**config.mk**
```make
export PLATFORM = sky130hd
export DESIGN_NAME = mem_arbiter_flat
export DESIGN_NICKNAME = d
export VERILOG_FILES = /design/src/rtl/mem_arbiter_if.sv /design/src/rtl/mem_arbiter.sv /design/src/flat_wrapper.sv
export SDC_FILE = /design/constraint.sdc
export NUM_CORES = 1
export LEC_CHECK = 0
export CORE_AREA = 8 8 540 542
export DETAILED_ROUTE_END_ITERATION = 7
export DIE_AREA = 0 0 548 550
export DONT_BUFFER_PORTS = 1
export GPL_TIMING_DRIVEN = 0
export HOLD_SLACK_MARGIN = 0.08
export PLACE_DENSITY = 0.3
export SKIP_CTS_REPAIR_TIMING = 1
export SLEW_MARGIN = 20
export SYNTH_ARGS = -nofsm -noshare
export SYNTH_HDL_FRONTEND = slang
export SYNTH_SLANG_ARGS = --single-unit
```
**constraint.sdc**
```tcl
create_clock -name clk -period 4.47 [get_ports clk]
set_input_delay 0.894 -clock clk [delete_from_list [all_inputs] [get_ports clk]]
set_output_delay 0.894 -clock clk [all_outputs]
set_load 0.01 [all_outputs]
```
**src/rtl/mem_arbiter_if.sv**
```systemverilog
// Requester and physical-memory signal bundle shared by the instruction side,
// the data side and the single pmem port of mem_arbiter.
interface mem_arbiter_if #(
    parameter int LINE_WIDTH = 256
) ();
    logic                  i_read;
    logic [31:0]           i_addr;
    logic [LINE_WIDTH-1:0] i_rdata;
    logic                  i_resp;

    logic                  d_read;
    logic                  d_write;
    logic [31:0]           d_addr;
    logic [LINE_WIDTH-1:0] d_wdata;
    logic [LINE_WIDTH-1:0] d_rdata;
    logic                  d_resp;

    logic                  pmem_read;
    logic                  pmem_write;
    logic [31:0]           pmem_address;
    logic [LINE_WIDTH-1:0] pmem_wdata;
    logic [LINE_WIDTH-1:0] pmem_rdata;
    logic                  pmem_resp;

    // Arbiter view
    modport slave (
        input  i_read, i_addr, d_read, d_write, d_addr, d_wdata, pmem_rdata, pmem_resp,
        output i_rdata, i_resp, d_rdata, d_resp, pmem_read, pmem_write, pmem_address, pmem_wdata
    );

    // Caches plus memory view
    modport master (
        output i_read, i_addr, d_read, d_write, d_addr, d_wdata, pmem_rdata, pmem_resp,
        input  i_rdata, i_resp, d_rdata, d_resp, pmem_read, pmem_write, pmem_address, pmem_wdata
    );
endinterface

```
**src/rtl/mem_arbiter.sv**
```systemverilog
// Shares one physical memory port between the I-cache and D-cache. The data side has
// priority; an aging counter forces an instruction grant after STARVE_LIMIT data wins.
//
// state   | meaning
// IDLE    | no transaction, arbitrate pending requests
// SERVE_I | instruction-side read in flight on pmem
// SERVE_D | data-side read or writeback in flight on pmem
module mem_arbiter #(
    parameter int LINE_WIDTH   = 256,
    parameter int STARVE_LIMIT = 4
) (
    input  logic          clk,
    input  logic          rst,
    mem_arbiter_if.slave  bus
);
    localparam int CNT_W = $clog2(STARVE_LIMIT + 1);
    localparam logic [CNT_W-1:0] LIMIT = CNT_W'(STARVE_LIMIT);

    typedef enum logic [1:0] {IDLE, SERVE_I, SERVE_D} state_t;

    state_t                state_q, state_d;
    logic [CNT_W-1:0]      starve_cnt_q, starve_cnt_d;
    logic [31:0]           addr_q, addr_d;
    logic [LINE_WIDTH-1:0] wdata_q, wdata_d;
    logic                  wr_q, wr_d;

    logic                  i_pend, d_pend, i_forced;
    logic                  i_resp, d_resp, pmem_read, pmem_write;
    logic [LINE_WIDTH-1:0] i_rdata, d_rdata;

    always_comb begin
        state_d      = state_q;
        starve_cnt_d = starve_cnt_q;
        addr_d       = addr_q;
        wdata_d      = wdata_q;
        wr_d         = wr_q;
        i_resp       = 1'b0;
        d_resp       = 1'b0;
        i_rdata      = '0;
        d_rdata      = '0;
        pmem_read    = 1'b0;
        pmem_write   = 1'b0;

        i_pend   = bus.i_read;
        d_pend   = bus.d_read | bus.d_write;
        i_forced = i_pend && (starve_cnt_q == LIMIT);

        case (state_q)
            IDLE: begin
                if (d_pend && !i_forced) begin
                    state_d = SERVE_D;
                    addr_d  = bus.d_addr;
                    wdata_d = bus.d_wdata;
                    // read+write together is resolved as a writeback
                    wr_d    = bus.d_write;
                    if (i_pend) begin
                        starve_cnt_d = (starve_cnt_q == LIMIT) ? LIMIT
                                                               : starve_cnt_q + CNT_W'(1);
                    end else begin
                        starve_cnt_d = '0;
                    end
                end else if (i_pend) begin
                    state_d      = SERVE_I;
                    addr_d       = bus.i_addr;
                    wr_d         = 1'b0;
                    starve_cnt_d = '0;
                end
            end
            SERVE_I: begin
                pmem_read = 1'b1;
                if (bus.pmem_resp) begin
                    i_resp  = 1'b1;
                    i_rdata = bus.pmem_rdata;
                    state_d = IDLE;
                end
            end
            SERVE_D: begin
                pmem_read  = !wr_q;
                pmem_write = wr_q;
                if (bus.pmem_resp) begin
                    d_resp  = 1'b1;
                    d_rdata = bus.pmem_rdata;
                    state_d = IDLE;
                end
            end
            default: state_d = IDLE;
        endcase
    end

    always_ff @(posedge clk) begin
        if (rst) begin
            state_q      <= IDLE;
            starve_cnt_q <= '0;
            addr_q       <= '0;
            wdata_q      <= '0;
            wr_q         <= 1'b0;
        end else begin
            state_q      <= state_d;
            starve_cnt_q <= starve_cnt_d;
            addr_q       <= addr_d;
            wdata_q      <= wdata_d;
            wr_q         <= wr_d;
        end
    end

    assign bus.i_resp       = i_resp;
    assign bus.i_rdata      = i_rdata;
    assign bus.d_resp       = d_resp;
    assign bus.d_rdata      = d_rdata;
    assign bus.pmem_read    = pmem_read;
    assign bus.pmem_write   = pmem_write;
    assign bus.pmem_address = addr_q;
    assign bus.pmem_wdata   = wdata_q;
endmodule

```
**src/flat_wrapper.sv**
```systemverilog
// flat-port wrapper written by rule: the top's interface ports become plain ports
module mem_arbiter_flat 
#(
    parameter int LINE_WIDTH   = 256,
    parameter int STARVE_LIMIT = 4
)
  (clk, rst, bus_i_read, bus_i_addr, bus_d_read, bus_d_write, bus_d_addr, bus_d_wdata, bus_pmem_rdata, bus_pmem_resp, bus_i_rdata, bus_i_resp, bus_d_rdata, bus_d_resp, bus_pmem_read, bus_pmem_write, bus_pmem_address, bus_pmem_wdata);
  mem_arbiter_if #(.LINE_WIDTH(LINE_WIDTH)) bus_i ();
  input  logic clk;
  input  logic rst;
  input wire logic [$bits(bus_i.i_read)-1:0] bus_i_read;
  input wire logic [$bits(bus_i.i_addr)-1:0] bus_i_addr;
  input wire logic [$bits(bus_i.d_read)-1:0] bus_d_read;
  input wire logic [$bits(bus_i.d_write)-1:0] bus_d_write;
  input wire logic [$bits(bus_i.d_addr)-1:0] bus_d_addr;
  input wire logic [$bits(bus_i.d_wdata)-1:0] bus_d_wdata;
  input wire logic [$bits(bus_i.pmem_rdata)-1:0] bus_pmem_rdata;
  input wire logic [$bits(bus_i.pmem_resp)-1:0] bus_pmem_resp;
  output wire logic [$bits(bus_i.i_rdata)-1:0] bus_i_rdata;
  output wire logic [$bits(bus_i.i_resp)-1:0] bus_i_resp;
  output wire logic [$bits(bus_i.d_rdata)-1:0] bus_d_rdata;
  output wire logic [$bits(bus_i.d_resp)-1:0] bus_d_resp;
  output wire logic [$bits(bus_i.pmem_read)-1:0] bus_pmem_read;
  output wire logic [$bits(bus_i.pmem_write)-1:0] bus_pmem_write;
  output wire logic [$bits(bus_i.pmem_address)-1:0] bus_pmem_address;
  output wire logic [$bits(bus_i.pmem_wdata)-1:0] bus_pmem_wdata;
  assign bus_i.i_read = bus_i_read;
  assign bus_i.i_addr = bus_i_addr;
  assign bus_i.d_read = bus_d_read;
  assign bus_i.d_write = bus_d_write;
  assign bus_i.d_addr = bus_d_addr;
  assign bus_i.d_wdata = bus_d_wdata;
  assign bus_i.pmem_rdata = bus_pmem_rdata;
  assign bus_i.pmem_resp = bus_pmem_resp;
  assign bus_i_rdata = bus_i.i_rdata;
  assign bus_i_resp = bus_i.i_resp;
  assign bus_d_rdata = bus_i.d_rdata;
  assign bus_d_resp = bus_i.d_resp;
  assign bus_pmem_read = bus_i.pmem_read;
  assign bus_pmem_write = bus_i.pmem_write;
  assign bus_pmem_address = bus_i.pmem_address;
  assign bus_pmem_wdata = bus_i.pmem_wdata;
  mem_arbiter #(.LINE_WIDTH(LINE_WIDTH), .STARVE_LIMIT(STARVE_LIMIT)) u_core (.clk(clk), .rst(rst), .bus(bus_i));
endmodule
```
Word-level counts from Yosys, hierarchy flattened

Index checks and enable logic that the tools add are counted.

Mux-type cells: 20
Reduce and logical (&&, ||, !) cells: 10
Add/subtract/negate cells: 1
Eq/ne operators: 5
Bitwise gates (word level): 1

Operator list:

| kind                                                   | number |
|---|---|
| two-way mux 256 bit                                    | 3 |
| two-way mux 32 bit                                     | 2 |
| two-way mux 3 bit                                      | 4 |
| two-way mux 1 bit                                      | 6 |
| two-way mux 2 bit                                      | 3 |
| AND reduction 2 bit                                    | 3 |
| case mux 2 bit (2 select lines)                        | 1 |
| adder 3 x 1 -> 3 bit (second input constant)           | 1 |
| == test 3 bit (second input constant)                  | 1 |
| inequality test 3 x 2 -> 1 bit (second input constant) | 1 |
| == test 2 x 1 -> 1 bit (second input constant)         | 1 |
| == test 2 bit (second input constant)                  | 1 |
| logical AND 1 bit                                      | 2 |
| zero test 1 bit                                        | 2 |
| zero test 2 bit                                        | 1 |
| inequality test 2 x 1 -> 1 bit (second input constant) | 1 |
| case mux 1 bit (2 select lines)                        | 1 |
| nonzero test 2 bit                                     | 1 |
| OR reduction 2 bit                                     | 1 |
| bitwise OR 1 bit                                       | 1 |

Bits of input ports: 582
Output and inout bits: 804
Word-level logic and storage cells: 42
Register bits after elaboration: 294

Longest topological paths before layout

Depth in word-level cells: 6
Depth in mapped cells: 8
Depth with buffers taken out: 5

Worst setup path after synthesis

Ideal clock, no wire load.

Kind: in2out
Start: input port bus_pmem_resp
End: output port bus_d_rdata[0]
Cell stages on the path: 4
Setup slack: 1.749 ns
Buffers on the path: 3
Data required time: 3.576 ns
Arrival time: 1.827 ns
Path through: clkbuf_1 clkbuf_1 clkbuf_1 and3_1

Word-level cells in the longest chain between the ends: 2

RTL lines:

| item                | RTL line           | source |
|---|---|---|
| start: declaration  | flat_wrapper.sv:18 | `input wire logic [$bits(bus_i.pmem_resp)-1:0] bus_pmem_resp;` |
| two-way mux 256 bit | mem_arbiter.sv:80  | `if (bus.pmem_resp) begin` |
| two-way mux 256 bit | mem_arbiter.sv:48  | `case (state_q)` |
| end: declaration    | flat_wrapper.sv:21 | `output wire logic [$bits(bus_i.d_rdata)-1:0] bus_d_rdata;` |

Every way passes these cells.

Worst setup path in the final report

Start: input port bus_pmem_resp
End: output port bus_i_rdata[225]

Word-level cells in the longest chain between the ends: 2

RTL lines:

| item                | RTL line           | source |
|---|---|---|
| two-way mux 256 bit | mem_arbiter.sv:71  | `if (bus.pmem_resp) begin` |
| two-way mux 256 bit | mem_arbiter.sv:48  |  |
| end: declaration    | flat_wrapper.sv:19 | `output wire logic [$bits(bus_i.i_rdata)-1:0] bus_i_rdata;` |

Every way passes these cells.

==> impl_results.md <==
- Post-route minimum period: 4.29 ns
- DRT Pass-1 Iters: 5
- Worst Path Arrival: 3.39 ns
- Drt via density: 3.04
- Initial DRC Count: 1677
- First-pass GRT wire length: 289000 um
- Wire length per cell: 41.2 um
- Worst setup SP type: primary input
- Clock power share: 42.2%
- CP peak stage delay: 0.77 ns
- Tot Pwr: 0.00913 W
- Switch Pwr: 0.00334 W
- HP Class: primary input to flop
- Core area: 283000 sq um
- Synth Register Bits: 294
- Top delay family on crit path: buffers and inverters
- Sw Share: 36.6%
- Slew @ Worst Pin: 1.08 ns
- Final Wtd Congestion: 1.17
- Initial Utilization: 5.98%
- Cell mode on critical path: clkbuf_1
- Final Max Tran Viols: 0
- Synthesized area: 16900 sq um
- Avg Cell Area, Syn: 8.58 sq um
- Slew margin rel.: 28.1%
- RSZ-0062 raised after global routing: false
- Post-DP HPWL: 226000 um
- Combinational Power Share: 19.1%
- Final period util: 95.9%
- Area growth from synthesis to layout: 40.7%
- Slowest stage cell, crit path: clkbuf_1
- I/O Pins: 1386
- Syn_nets: 2561
- Share of layout cells above drive strength 1: 5.98%
- Clock Latency Late Sink: 0.70 ns
- Reg clk slew, reported paths: 0.07 ns
- Die Wd: 548 um
- Root buffer cell: clkbuf_16
- Cells after Synth: 1974
- PD cells: 383 nW/um^2
- Crit end category: output pin
- Static Leak: 9.58 nW
- Fmax: 233 MHz
- MaxCap Viol Count: 0
- Die area: 301000 sq um
- Final WL: 250000 um
- Row count: 196
- CP Max Fanout: 10
- Final hold slack: 0.351 ns
- Largest net degree at the start of global routing: 14
- Worst path cell trace: clkbuf_2 -> clkbuf_1 -> clkbuf_1 -> and3_1
- Final antenna-violating net count: 0
- Overall Global Routing Usage: 15.7%
- DIE HEIGHT: 550 um
- TritonCTS clock tree: yes
- Clock Tree Buf Depth: 3
- DR vias: 18453
- Sequential fraction of the synthesis area: 34.7%
- Vias in the first global route: 16424
- DRC viols: 0
- Status: finished clean
- Critical path buffers and inverters: 3
- Antenna violations before repair: 265
- IO Port Bufs: 0
- Final Util: 8.42%
- Grt ovf: 0
- Final #Nets: 2611
- CP Data Required Time: 3.58 ns
- Flop pwr share: 38.7%
- H-tree Lvls: 2
- Peak supply drop: 0.230 mV
- Endpoints failing setup: 0
- Int Power: 0.00579 W
- Critical Setup Path Class: primary input to output pin
- Yosys cell types: 28
- Clock sinks: 294
- Clk_skew: 0.0824 ns
- Synth Warn #: 0
- TritonCTS buffer count: 47
- Final Hold Vio Count: 0
per-stage QoR:
| stage | instances | cell area, sq um | setup slack, ns | TNS, ns |
|---|---|---|---|---|
| detailed placement | 5737 | 21700 | 0.174 | 0 |
| global placement | 5736 | 21700 | -0.727 | -22.76 |
| CTS | 5820 | 23200 | -0.510 | -5.62 |
| floorplan | 1974 | 16900 | 1.75 | 0 |
| global route | 5946 | 23600 | 0.0190 | 0 |
| finish | 6062 | 23800 | 0.183 | 0 |
registers in the layout, summed over array words and instances, names as in the netlist:
register	count
u_core.starve_cnt_q	3
u_core.state_q	2
u_core.bus.pmem_address	32
u_core.bus.pmem_wdata	256
u_core.wr_q	1
layer usage:
| layer | track usage, % | up-vias | routed length (um) |
|---|---|---|---|
| met5 | 0 | - | 685 |
| met4 | 7.65 | 100 | 14800 |
| met3 | 12.0 | 660 | 40700 |
| met2 | 27.5 | 1725 | 121000 |
| met1 | 12.9 | 8790 | 72800 |
| li1 | - | 7178 | - |
Yosys cell counts:
library cell,instances,area (sq um)
o211ai_1,2,15.0
nor4b_1,1,8.76
and3_1,514,3220
o31ai_1,1,7.51
and3b_1,1,8.76
nand4_1,3,18.8
mux2i_1,256,2560
a21boi_0,1,7.51
buf_6,29,327
o31a_1,1,8.76
and2_1,3,18.8
clkbuf_1,187,702
nand2_1,4,15.0
buf_2,5,25.0
o21ai_0,34,170
a21oi_1,7,35.0
nand3_1,34,170
ha_1,5,62.6
nor2b_1,2,12.5
nor2_1,33,124
nand2b_1,513,3210
o21a_1,1,7.51
inv_1,4,15.0
a311oi_1,32,280
or2_1,1,6.26
nor3b_1,1,7.51
dfxtp_1,294,5890
buf_1,5,18.8
cell type report:
class | count | area (sq um)
fill | 33145 | 259000
multi-input combinational | 1450 | 9980
sequential | 294 | 5890
tap | 3762 | 4710
clock buffer | 63 | 1300
buffer | 226 | 1090
antenna | 242 | 606
clock inverter | 20 | 262
inverter | 4 | 15.0
timing repair buffer | 1 | 7.51
worst paths after layout:
| path | start | to | slack (ns) | cells past startpoint |
|---|---|---|---|---|
| setup / recovery | bus_pmem_resp | bus_i_rdata[225] | 0.18 | 4 |
| hold / removal | bus_d_wdata[206] | u_core.bus.pmem_wdata[206]$_SDFFE_PP0P_ | 0.35 | 2 |
| setup reg to reg | u_core.starve_cnt_q[0]$_SDFFE_PP0P_ | u_core.bus.pmem_address[14]$_SDFFE_PP0P_ | 1.54 | 6 |
| hold reg to reg | u_core.starve_cnt_q[1]$_SDFFE_PP0P_ | u_core.starve_cnt_q[1]$_SDFFE_PP0P_ | 0.49 | 2 |
worst reg2reg max path: cells and delay by family, from the launching register on:
kind	cells	cell delay (ns)
fa+ha+maj	1	0.24
simple gates	2	0.92
buf+inv	2	0.88
compound gates	1	0.42
flops	1	0.38
cells in the final DEF, fill, tap and decap left out, drive strengths merged:
| cell | instances |
|---|---|
| or2 | 1 |
| nor2b | 2 |
| and2 | 3 |
| mux2i | 256 |
| ha | 5 |
| nor3b | 1 |
| a21oi | 7 |
| dfxtp | 294 |
| bufinv | 4 |
| clkbuf | 250 |
| nor2 | 33 |
| nand2 | 4 |
| and3b | 1 |
| nand2b | 513 |
| o31ai | 1 |
| nand3 | 34 |
| o211ai | 2 |
| clkinvlp | 4 |
| buf | 40 |
| nand4 | 3 |
| diode | 242 |
| inv | 6 |
| o31a | 1 |
| o21ai | 34 |
| clkinv | 10 |
| o21a | 1 |
| and3 | 514 |
| a21boi | 1 |
| nor4b | 1 |
| a311oi | 32 |
cells by family after synthesis:
group | after synthesis | share of synthesized area, %
AOI/OAI and AO/OA | 79 | 3.14
adders and majority gates | 5 | 0.369
buffers and inverters | 230 | 6.42
DFF | 294 | 34.7
muxes | 256 | 15.1
and+or+nand+nor | 1110 | 40.2
power groups by stage:
stage	clock network [W]	registers [W]	logic, W
floorplan	0	0.00325	0.00113
global placement	0	0.00363	0.00177
detailed placement	0	0.00363	0.00178
CTS	0.00404	0.00357	0.00179
global route	0.00411	0.00359	0.00188
finish	0.00385	0.00354	0.00174
Power figures use the tool's default switching activity.
